$ cat src/rtl/hack_cpu_ctrl.sv
// Hack CPU control and datapath registers: fetches over valid/ready, decodes C-instructions
// for the neighbouring combinational ALU, writes back A/D/M and resolves jumps from zr/ng.
module hack_cpu_ctrl #(
   parameter int unsigned          ADDR_W   = 15,
   parameter logic [ADDR_W-1:0]    RESET_PC = '0
) (
   input  logic              clk,
   input  logic              rst_n,
   input  logic [15:0]       instr,
   input  logic              instr_valid,
   output logic              instr_ready,
   output logic [ADDR_W-1:0] pc,
   input  logic [15:0]       inM,
   output logic [15:0]       outM,
   output logic              writeM,
   output logic [ADDR_W-1:0] addressM,
   output logic [15:0]       alu_x,
   output logic [15:0]       alu_y,
   output logic              zx,
   output logic              nx,
   output logic              zy,
   output logic              ny,
   output logic              f,
   output logic              no,
   input  logic [15:0]       alu_o,
   input  logic              alu_zr,
   input  logic              alu_ng
);

   typedef enum logic [0:0] {StFetch, StExec} state_e;

   state_e            state_q, state_d;
   logic [15:0]       a_q, a_d;
   logic [15:0]       d_q, d_d;
   logic [15:0]       ir_q, ir_d;
   logic [ADDR_W-1:0] pc_q, pc_d;

   logic              exec_c;
   logic              jump;
   logic [ADDR_W-1:0] pc_inc;

   assign exec_c = (state_q == StExec) && ir_q[15];
   assign pc_inc = pc_q + ADDR_W'(1);
   assign jump   = (ir_q[2] & alu_ng) | (ir_q[1] & alu_zr) | (ir_q[0] & ~alu_ng & ~alu_zr);

   always_ff @(posedge clk or negedge rst_n) begin
      if (!rst_n) begin
         state_q <= StFetch;
         a_q     <= '0;
         d_q     <= '0;
         ir_q    <= '0;
         pc_q    <= RESET_PC;
      end else begin
         state_q <= state_d;
         a_q     <= a_d;
         d_q     <= d_d;
         ir_q    <= ir_d;
         pc_q    <= pc_d;
      end
   end

   always_comb begin
      state_d = state_q;
      a_d     = a_q;
      d_d     = d_q;
      ir_d    = ir_q;
      pc_d    = pc_q;
      unique case (state_q)
         StFetch: begin
            if (instr_valid) begin
               ir_d    = instr;
               state_d = StExec;
            end
         end
         StExec: begin
            state_d = StFetch;
            if (!ir_q[15]) begin
               a_d  = ir_q;
               pc_d = pc_inc;
            end else begin
               if (ir_q[5]) a_d = alu_o;
               if (ir_q[4]) d_d = alu_o;
               // Jump target is the A value from before this instruction's writeback.
               pc_d = jump ? a_q[ADDR_W-1:0] : pc_inc;
            end
         end
         default: state_d = StFetch;
      endcase
   end

   always_comb begin
      instr_ready = (state_q == StFetch);
      pc          = pc_q;
      alu_x       = d_q;
      alu_y       = a_q;
      outM        = alu_o;
      addressM    = a_q[ADDR_W-1:0];
      writeM      = 1'b0;
      {zx, nx, zy, ny, f, no} = 6'b0;
      if (exec_c) begin
         {zx, nx, zy, ny, f, no} = ir_q[11:6];
         if (ir_q[12]) alu_y = inM;
         writeM = ir_q[3];
      end
   end

endmodule

$ cat config.mk
export PLATFORM = sky130hd
export DESIGN_NAME = hack_cpu_ctrl
export DESIGN_NICKNAME = d
export VERILOG_FILES = /design/src/rtl/hack_cpu_ctrl.sv
export SDC_FILE = /design/constraint.sdc
export NUM_CORES = 1
export LEC_CHECK = 0
export BUFFER_PORTS_ARGS = -buffer_cell sky130_fd_sc_hd__buf_4
export CAP_MARGIN = 5
export CORE_MARGIN = 4
export CORE_UTILIZATION = 44
export DETAILED_ROUTE_END_ITERATION = 16
export GPL_TIMING_DRIVEN = 0
export HOLD_SLACK_MARGIN = 0.05
export MAX_ROUTING_LAYER = met4
export PLACE_DENSITY_LB_ADDON = 0.05
export SLEW_MARGIN = 25
export SYNTH_ARGS = -nofsm -noshare
export SYNTH_HDL_FRONTEND = slang
export SYNTH_SLANG_ARGS = --single-unit
$ cat constraint.sdc
create_clock -name clk -period 1.45 [get_ports clk]
set_input_delay 0.29 -clock clk [delete_from_list [all_inputs] [get_ports clk]]
set_output_delay 0.29 -clock clk [all_outputs]
set_load 0.1 [all_outputs]
# == Word level (Yosys, flattened, before mapping) ==
# Cells that the tools add are included.
# totals
regBits,64
in_bits,53
output_inout_bits,86
wordCells,35
# op_classes
n_addsub,1
eq_ne,1
mux,15
bitwise,9
reduce_logical,4
# op_table
cell,count
$mux 16,4
$mux 15,2
$add 15x1->15 const B,1
$mux 1,8
$and 1x1->1,4
$reduce_and 2->1,2
$not 1->1,3
$reduce_and 3->1,1
$ne 2x2->1 const B,1
$or 1x1->1,2
$pmux 1 s2,1
$logic_and 1x1->1,1

# == Logic depth before layout (Yosys ltp) ==
# Gate-level depths: netlist of run 1.
# depth
ltp_word,6
mapped_depth,7

# == Worst setup path after synthesis of run 1 ==
# Ideal clock, no wire load.
# synth_path
kind,register to register
startpoint,register pc_q[6] (netlist: pc[6])
endpoint,register pc_q[11] (netlist: pc[11])
setup_time_ns,0.124
arrival_time_ns,2.002
required_ns,1.326
setup_slack_ns,-0.676
path_stages_with_launch,6
n_path_buf,1
period_less_slack_ns,2.126
path_cell_list,dfrtp_1 -> clkbuf_2 -> nand4_1 -> nor4_1 -> o21ai_2 -> a211o_1
# synth_via
elab_chain_cells,3
# synth_rtl
item,line_no,source
start: declaration,36,"logic [ADDR_W-1:0] pc_q, pc_d;"
start signal: assignment,58,pc_q <= pc_d;
$add 15x1->15 (*),43,assign pc_inc = pc_q + ADDR_W'(1);
$mux 15,84,pc_d = jump ? a_q[ADDR_W-1:0] : pc_inc;
$mux 15 (*),77,if (!ir_q[15]) begin
# Mark *: on every way between the ends. The rest lies on a longest branch, timed or not.
# A chain may end at the register's enable or synchronous reset.

# == Worst setup path after layout of run 1 ==
# layout_path
startpoint,register state_q
endpoint,output port alu_y[5]
# layout_via
elab_chain_cells,2
# layout_rtl
item,line_no,source
start: declaration,32,"state_e state_q, state_d;"
start signal: assignment,48,state_q <= StFetch;
start signal: assignment,54,state_q <= state_d;
$logic_and 1x1->1,42,assign exec_c = (state_q == StExec) && ir_q[15];
$mux 16,100,if (exec_c) begin
end: declaration,18,"output logic [15:0] alu_y,"
# Every way passes these cells.

==> metrics.md, run 1 <==
| Metric | Value |
|---|---|
| Final core utilization | `0.801` |
| Placer congestion estimate | `0.865` |
| Final nets | `roughly 550` |
| DR pass1 iterations | `4` |
| Period Utilization, post-route | `1.30` |
| Syn nets | `371` |
| Slew headroom | `0.424` |
| Share of layout cells above drive strength 1 | `0.685` |
| Num CTS Buffers | `9` |
| CP max FO | `6` |
| Die H | `97.7 um` |
| Initial antenna violation count | `0` |
| CP Class | `flop to output port` |
| Avg Inst Size Synth | `11.2 um2` |
| Max VDD drop | `1280 uV` |
| Synth top area share | `0.452` |
| Tot GR Track Use | `0.258` |
| Die area | `9540 um2` |
| DP Worst Slack | `-0.376 ns` |
| Final Max Slew Viols | `0` |
| DR vias/cell | `5.41` |
| RSZ-0062 raised after global routing | `yes` |
| Synthesis Warnings | `0` |
| Total Wirelength | `11.8 mm` |
| WL/cell | `19.6 um` |
| Max-Cap Viols | `0` |
| LEAKAGE | `2.97 nW` |
| Hold Violations, Final | `0` |
| Required time of the critical path | `1.16 ns` |
| Port buffer count | `138` |
| Setup crit end kind | `output port` |
| Synth area leaders | `dfrtp_1 45%, mux2_2 15%, buf_4 7.2%` |
| Detailed Place HPWL | `7.67 mm` |
| Cells after Synth | `317` |
| Fmax | `529 MHz` |
| Vias in the first global route | `3571` |
| Worst path arrival time | `1.60 ns` |
| H-tree Lvls | `3` |
| EDFF count, synth | `0` |
| Die span in x | `97.7 um` |
| # IOs | `around 140` |
| Yosys cell types | `43` |
| Global route total overflow | `0` |
| Post-Syn Area | `around 3500 um2` |
| Clock sink total | `64` |
| CTS tree | `yes` |
| Antenna viol nets, final | `0` |
| First-pass GRT wire length | `19.0 mm` |
| Initial DRC count | `114` |
| Element type at the critical path start | `flop` |
| Synth area leader | `dfrtp_1` |
| Vias | `3268` |
| DRC Markers | `0` |
| CTS Root Cell | `clkbuf_8` |
| Skew final | `0.0155 ns` |
| Area Growth Syn to Fin | `75.7%` |
| Starting density of the core | `0.456` |
| Register area share after synthesis | `0.452` |
| Row cnt | `32` |
| HP Class | `primary input to asynchronous set/reset pin` |
| Final TNS setup | `-10.01 ns` |
| Most common cell in the netlist | `dfrtp_1` |
| Antenna diodes | `0` |
| Ys async rst share | `1.00` |
| Largest net degree at the start of global routing | `65` |
| Worst skew pair latency | `0.34 ns` |
| Filler instances | `484` |
| Status | `finished, violations left` |
| Total power draw | `13.4 mW` |
| Core area | `7770 um2` |
| Maximum buffer depth of the clock tree | `2` |
| Final worst setup slack | `-0.441 ns` |
| Prevailing post-synth register cell | `dfrtp_1` |
| Dpl cells | `557` |
| Pwr per Cell Area | `about 2100 nW/um2` |
| Synthesis-stage register bit count | `64` |
| Final setup fails | `43` |
| Post-CTS Hold Buffers | `0` |
| Fin crit period | `1.89 ns` |
| Filler-free cell count of the finished design | `slightly above 600` |
| Worst-Margin Slew | `0.864 ns` |
| Failing checks | `setup timing` |
| Clock Pin Slew Worst Setup and Hold Paths | `around 0.080 ns` |
| Synth cell count leaders | `64 x dfrtp_1, 47 x mux2_2, 34 x buf_4` |
[metal layers]
metal  part of all wire  vias up  wire length, um  GRT usage
li1                   -     1478                -          -
met1               0.41     1657             4820      0.318
met2               0.53      122             6320      0.441
met3              0.049       11              582     0.0380
met4             0.0093        0              110     0.0714
met5                  0        -                0          -
[flip-flops by register name (all words and copies together), names as in the netlist]
signal	cells
a_q	16
alu_x	16
ir_q	16
pc	15
state_q	1
[worst max-delay path, stage by stage (launching register included)]
cell	delay, ns
dfrtp_1	0.34
buf_6	0.12
nand3_4	0.13
buf_12	0.19
mux2_4	0.31
buf_12	0.17
[power by group]
part | internal, mW | switching, mW
Sequential | 2.41 | 0.640
Combinational | 2.76 | 5.91
Clock | 0.928 | 0.702
[what timing repair did]
item	4_1_cts	5_1_grt
resized for setup	168	25
gates cloned	6	0
setup endpoints to repair	74	93
buffers inserted	27	5
pin swaps	20	5
[stage by stage]
step	hold WS, ns	instance area, um2
6_report	0.0367	6220
5_1_grt	0.118	6220
4_1_cts	0.0891	6130
3_5_place_dp	0.451	4940
3_3_place_gp	0.455	4940
2_1_floorplan	-0.00559	3770
[kinds of logic after synthesis]
kind of cell               share of synthesized area
muxes                                          0.212
buffers and inverters                          0.106
DFF                                            0.452
AOI/OAI and AO/OA                              0.105
adders and majority gates                    0.00353
and+or+nand+nor                                0.122
[final timing paths]
path | startpoint | depth (start not counted) | slack, ns | endpoint
worst max-delay path | state_q | 5 | -0.44 | alu_y[5]
worst min-delay path | rst_n | 1 | 0.04 | pc[8]
worst max register to register | ir_q[2] | 5 | -0.12 | pc[9]
worst min register to register | alu_x[3] | 1 | 0.52 | alu_x[3]
max in group asynchronous | rst_n | 1 | 0.73 | pc[4]
min in group clk | instr[15] | 3 | 0.17 | ir_q[15]
[cells in the final DEF (no fill, tap or decap), types with 3 or more instances in the layout]
master	instances
o21ai_0	16
clkbuf_8	13
a2bb2oi_1	4
o21ai_1	4
nand4_1	7
mux2_2	8
buf_8	3
buf_4	145
and3_4	11
buf_12	29
dfrtp_4	12
nor2_1	3
dfrtp_2	6
mux2i_1	22
buf_6	32
a21oi_1	4
buf_16	4
nand2_1	27
mux2_4	39
nand3_1	6
a2bb2oi_2	4
inv_1	3
dfrtp_1	46
[layout make-up]
type                       count  area (um2)  share of cell area
buffer                        48         445              0.0716
clock buffer                  13         169              0.0272
clock inverter                 2        37.5             0.00604
inverter                       5        25.0             0.00402
multi-input combinational    197        1930               0.310
sequential                    64        1650               0.266
tap                          102         128              0.0205
timing repair buffer         173        1830               0.295
No activity file was read; power rests on OpenSTA's default activity.
==> run 2: changes to the inputs <==
Settings changed: ABC_CLOCK_PERIOD_IN_PS set to 1450, BUFFER_PORTS_ARGS -buffer_cell sky130_fd_sc_hd__buf_4 to -buffer_cell sky130_fd_sc_hd__buf_2, SETUP_SLACK_MARGIN set to 0.1.
==> metrics.md, run 2 (synthesis gave the netlist of run 1 again) <==
| Metric | Value |
|---|---|
| CTS tree | `yes` |
| Die area | `approximately 9500 um2` |
| Starting density of the core | `0.456` |
| Dpl cell area | `4650 um2` |
| Clock sink total | `64` |
| Most frequent cells in the layout | `77 x buf_4, 68 x buf_2, 55 x buf_12, 50 x dfrtp_1, 47 x mux2_4` |
| Dpl cells | `558` |
| Required time of the critical path | `~1.2 ns` |
| WL/cell | `about 25 um` |
| Critical path buffers and inverters | `3` |
| Row cnt | `32` |
| Hold WS | `0.179 ns` |
| Global route total overflow | `0` |
| CTS Root Cell | `clkbuf_8` |
| # IOs | `between 100 and 150` |
| Worst-case hold path end point | `ir_q[6]` |
| Worst-Margin Slew | `between 0.5 and 0.6 ns` |
| Worst skew pair latency | `between 0.3 and 0.4 ns` |
| Largest net degree at the start of global routing | `49` |
| Min-delay src | `instr[6]` |
| Die H | `97.7 um` |
| Fmax | `~510 MHz` |
| Antenna viol nets, final | `0` |
| Fin crit period | `a little under 2 ns` |
| Port buffer count | `138` |
| RSZ-0062 raised after global routing | `yes` |
| Min-Delay Path Depth | `2` |
| DRC Markers | `0` |
| DR vias/cell | `5.79` |
| HP Class | `primary input to flop` |
| Filler-free cell count of the finished design | `652` |
| Element type at the critical path start | `flop` |
| Status | `finished, violations left` |
| First-pass GRT wire length | `about 20 mm` |
| Area Growth Syn to Fin | `98.9%` |
| Top Family by Delay on Critical Path | `buffers and inverters` |
| Final worst setup slack | `-0.523 ns` |
| R2R depth | `9` |
| Post-route cell area | `7040 um2` |
| R2R Path End | `pc[3]` |
| Setup crit end kind | `output port` |
| Final setup fails | `87` |
| Period Utilization, post-route | `1.36` |
| Maximum buffer depth of the clock tree | `2` |
| Reg-to-Reg Start | `ir_q[15]` |
| Worst path slowest cell | `dfrtp_1` |
| Most common cell after layout, fill and taps aside | `buf_4` |
| Vias in the first global route | `around 3700` |
| Hold Violations, Final | `0` |
| CP Class | `flop to output port` |
| Clock Pin Slew Worst Setup and Hold Paths | `0.07 ns` |
| Initial DRC count | `269` |
| Pwr per Cell Area | `2090 nW/um2` |
| Antenna diodes | `0` |
| Final nets | `599` |
| Slowest Stage Delay on Critical Path | `0.40 ns` |
| Register-to-Register Setup Slack | `-0.40 ns` |
| Skew final | `0.00942 ns` |
| DR pass1 iterations | `5` |
| LEAKAGE | `3.35 nW` |
| Placer congestion estimate | `0.873` |
| Worst path most repeated cell | `buf_12` |
| Num CTS Buffers | `9` |
| Detailed Place HPWL | `7.42 mm` |
| H-tree Lvls | `3` |
| Core area | `7770 um2` |
| Failing checks | `setup timing` |
| CP max FO | `6` |
| Max VDD drop | `~1400 uV` |
| Share of layout cells above drive strength 1 | `0.755` |
| Total Wirelength | `16.2 mm` |
| Crit-path cells | `buf_6 -> nand3_4 -> buf_12 -> mux2_4 -> buf_12` |
| Max-Cap Viols | `0` |
| Worst path arrival time | `1.68 ns` |
| Slew headroom | `0.666` |
| Tot GR Track Use | `0.279` |
| Die span in x | `97.7 um` |
| Initial antenna violation count | `0` |
| Vias | `~3800` |
| Final Max Slew Viols | `0` |
[run 2: changes by cell type in the layout (fill, tap and decap cells not counted), moves of 8 or more]
cell	previous run	this run
buf_4	145	77
buf_12	29	55
o21ai_0	16	1
mux2i_1	22	11
mux2_2	8	0
buf_2	2	68
buf_6	32	44
buf_8	3	11
nand2_1	27	19
mux2_4	39	47
[run 2: worst max path at each step]
| stage | startpoint | endpoint | cells past startpoint |
|---|---|---|---|
| floorplan | pc[6] | pc[9] | 5 |
| global placement | rst_n | pc[9] | 1 |
| detailed placement | state_q | alu_y[13] | 5 |
| CTS | ir_q[15] | alu_y[13] | 5 |
| global route | ir_q[15] | alu_y[1] | 5 |
| finish | ir_q[15] | alu_y[1] | 5 |
[run 2: cell type report]
class | count | area, um2
Buffer | 41 | 470
Clock buffer | 10 | 128
Clock inverter | 6 | 36.3
Fill cell | 285 | 727
Inverter | 5 | 25.0
Multi-Input combinational cell | 197 | 2110
Sequential cell | 64 | 1650
Tap cell | 102 | 128
Timing Repair Buffer | 227 | 2490
[run 2: report_power, final]
part	switching [mW]	internal, mW
combinational	6.44	3.77
clock	0.762	0.612
sequential	0.723	2.40
total	7.92	6.78
[run 2: metal layers]
metal  wire, um  track usage  vias up
met5          0            -        -
met1       5870        0.319     1887
met4        901        0.118        0
li1           -            -     1573
met2       8490        0.484      233
met3        904       0.0452       80
[run 2: worst reg2reg max path, cell delays in order, from the launching register on]
cell       delay (ns)
dfrtp_1          0.40
buf_6            0.13
buf_4            0.13
buf_8            0.13
buf_4            0.13
buf_6            0.13
o21ai_4          0.15
buf_6            0.17
mux2i_2          0.29
a2bb2oi_2        0.09
[run 2: through the flow]
step / util / setup WS, ns / power (mW) / setup TNS [ns]
2_1_floorplan: - / -0.182 / 8.99 / -1.44
3_3_place_gp: 0.594 / -0.444 / 10.0 / -23.70
3_5_place_dp: 0.598 / -0.332 / 10.1 / -7.42
4_1_cts: 0.837 / -0.455 / 13.6 / -15.52
5_1_grt: 0.906 / -0.542 / 15.1 / -28.56
6_report: 0.906 / -0.523 / 14.7 / -25.72
[run 2: timing repair]
item | in CTS | in global routing
buffers inserted | 55 | 30
gates resized for setup | 309 | 110
endpoints found under the setup margin | 117 | 115
cloned | 8 | 2
hold buffers | 1 | 0
hold endpoints to repair | 16 | 0
pin swaps | 15 | 22
==> run 3: changes to the inputs <==
--- a/config.mk
+++ b/config.mk
@@ -9,5 +9,5 @@
 export BUFFER_PORTS_ARGS = -buffer_cell sky130_fd_sc_hd__buf_2
 export CAP_MARGIN = 5
-export CORE_MARGIN = 4
+export CORE_MARGIN = 2
 export CORE_UTILIZATION = 44
 export DETAILED_ROUTE_END_ITERATION = 16
==> constraint.sdc (replaced) <==
create_clock -name clk -period 1.45 [get_ports clk]
set_input_delay 0.29 -clock clk [delete_from_list [all_inputs] [get_ports clk]]
set_output_delay 0.29 -clock clk [all_outputs]
set_load 0.005 [all_outputs]
==> metrics.md, run 3 (synthesis gave the netlist of run 1 again) <==
| Metric | Value |
|---|---|
| First-pass GRT wire length | `17.8 mm` |
| Pwr per Cell Area | `1400 nW/um2` |
| Initial DRC count | `174` |
| CTS Root Cell | `clkbuf_8` |
| H-tree Lvls | `3` |
| Setup crit end kind | `output port` |
| DR vias/cell | `5.33` |
| CP max FO | `6` |
| Final setup fails | `61` |
| Reg-to-Reg Start | `ir_q[0]` |
| Period Utilization, post-route | `1.30` |
| Vias in the first global route | `roughly 3300` |
| Total power draw | `8.69 mW` |
| Area Growth Syn to Fin | `75.6%` |
| Clock Pin Slew Worst Setup and Hold Paths | `0.08 ns` |
| Antenna viol nets, final | `0` |
| Total Wirelength | `12.5 mm` |
| Worst path most repeated cell | `buf_6` |
| Crit-path cells | `buf_6 -> nand3_4 -> buf_8 -> mux2_4 -> buf_6` |
| Status | `finished, violations left` |
| Core area | `7770 um2` |
| Worst skew pair latency | `0.35 ns` |
| Maximum buffer depth of the clock tree | `2` |
| Final worst setup slack | `-0.429 ns` |
| Row cnt | `32` |
| Critical path buffers and inverters | `3` |
| Die area | `8780 um2` |
| Element type at the critical path start | `flop` |
| WL/cell | `just under 20 um` |
| Die H | `93.7 um` |
| Most common cell after layout, fill and taps aside | `buf_2` |
| R2R Path End | `pc[9]` |
| Worst-Margin Slew | `roughly 0.38 ns` |
| Final nets | `580` |
| Tot GR Track Use | `0.274` |
| Largest net degree at the start of global routing | `44` |
| DP Worst Slack | `-0.215 ns` |
| # IOs | `139` |
| Most frequent cells in the layout | `107 x buf_2, 61 x buf_6, 55 x buf_4, 53 x dfrtp_1, 47 x mux2_4` |
| Filler instances | `476` |
| Register-to-Register Setup Slack | `-0.14 ns` |
| Failing checks | `setup timing` |
| Antenna diodes | `0` |
| Num CTS Buffers | `9` |
| Final TNS setup | `-12.11 ns` |
| Fmax | `532 MHz` |
| Fin crit period | `1.88 ns` |
| Placer congestion estimate | `0.869` |
| Vias | `3375` |
| Worst path arrival time | `1.59 ns` |
| Die span in x | `93.7 um` |
| RSZ-0062 raised after global routing | `yes` |
| R2R depth | `5` |
| HP Class | `primary input to flop` |
| Final core utilization | `0.800` |
| Slowest Stage Delay on Critical Path | `0.39 ns` |
| Max VDD drop | `roughly 1000 uV` |
| Cell depth of the worst setup path | `5` |
| Hold WS | `0.166 ns` |
| Skew final | `around 0.010 ns` |
| Global route total overflow | `0` |
| DRC Markers | `0` |
| Critical Path Source | `ir_q[15]` |
| Detailed Place HPWL | `7.13 mm` |
| Critical path capture point | `alu_y[1]` |
| Hold Violations, Final | `0` |
| Final Max Slew Viols | `0` |
| Port buffer count | `roughly 140` |
| CP Class | `flop to output port` |
| Worst path slowest cell | `dfrtp_1` |
| Initial antenna violation count | `0` |
| Clock sink total | `64` |
| Max-Cap Viols | `0` |
| Top Family by Delay on Critical Path | `buffers and inverters` |
| Share of layout cells above drive strength 1 | `0.751` |
| Starting density of the core | `0.456` |
| Slew headroom | `0.744` |
| CTS tree | `yes` |
| Required time of the critical path | `1.16 ns` |
| LEAKAGE | `3.03 nW` |
| DR pass1 iterations | `5` |
==> run 3: timing repair <==
item,4_1_cts,5_1_grt
endpoints found under the hold margin,21,0
gates resized for setup,172,88
endpoints found under the setup margin,72,100
pin swaps,19,11
hold buffers,1,0
setup buffers,26,26
gates cloned,9,1
==> run 3: through the flow <==
stage	cell area, um2	instances
final	6220	633
after global routing	6220	633
after CTS	5730	610
after detailed placement	4480	558
after global placement	4450	557
after floorplan	3630	317
==> run 3: area by class of cell <==
cell class,count,area (um2),area share
plain buffers,50,517,0.0831
clock buffers,10,138,0.0221
clock inverters,6,92.6,0.0149
inverters,5,22.5,0.00362
multi-input cells,197,2090,0.336
flip-flops and latches,64,1620,0.260
well taps,102,128,0.0205
repair buffers,199,1610,0.260
==> run 3: report_power, final <==
part           switching [mW]  internal, mW  leakage, nW
clock network           0.767          1.02        0.109
logic                    1.50          2.45         2.18
registers               0.620          2.33        0.742
==> run 3: worst reg2reg max path, stage by stage (launching register included) <==
cell     delay, ns
dfrtp_1       0.43
nor3b_4       0.35
o21a_4        0.25
buf_12        0.14
nor4b_2       0.04
a211o_1       0.26
==> run 3: per-layer routing <==
| layer | part of all wire | track usage | up-vias |
|---|---|---|---|
| li1 | - | - | 1543 |
| met3 | 0.052 | 0.0602 | 30 |
| met4 | 0.026 | 0.0749 | 0 |
| met5 | 0 | - | - |
| met2 | 0.51 | 0.432 | 141 |
| met1 | 0.41 | 0.360 | 1661 |
==> run 3: how the worst min path moves through the flow <==
stage / startpoint / to / depth (start not counted)
after floorplan: rst_n / a_q[0] / 0
after global placement: alu_x[8] / alu_x[8] / 1
after detailed placement: rst_n / pc[7] / 1
after CTS: instr[13] / ir_q[13] / 2
after global routing: instr[14] / ir_q[14] / 2
final: instr[13] / ir_q[13] / 2
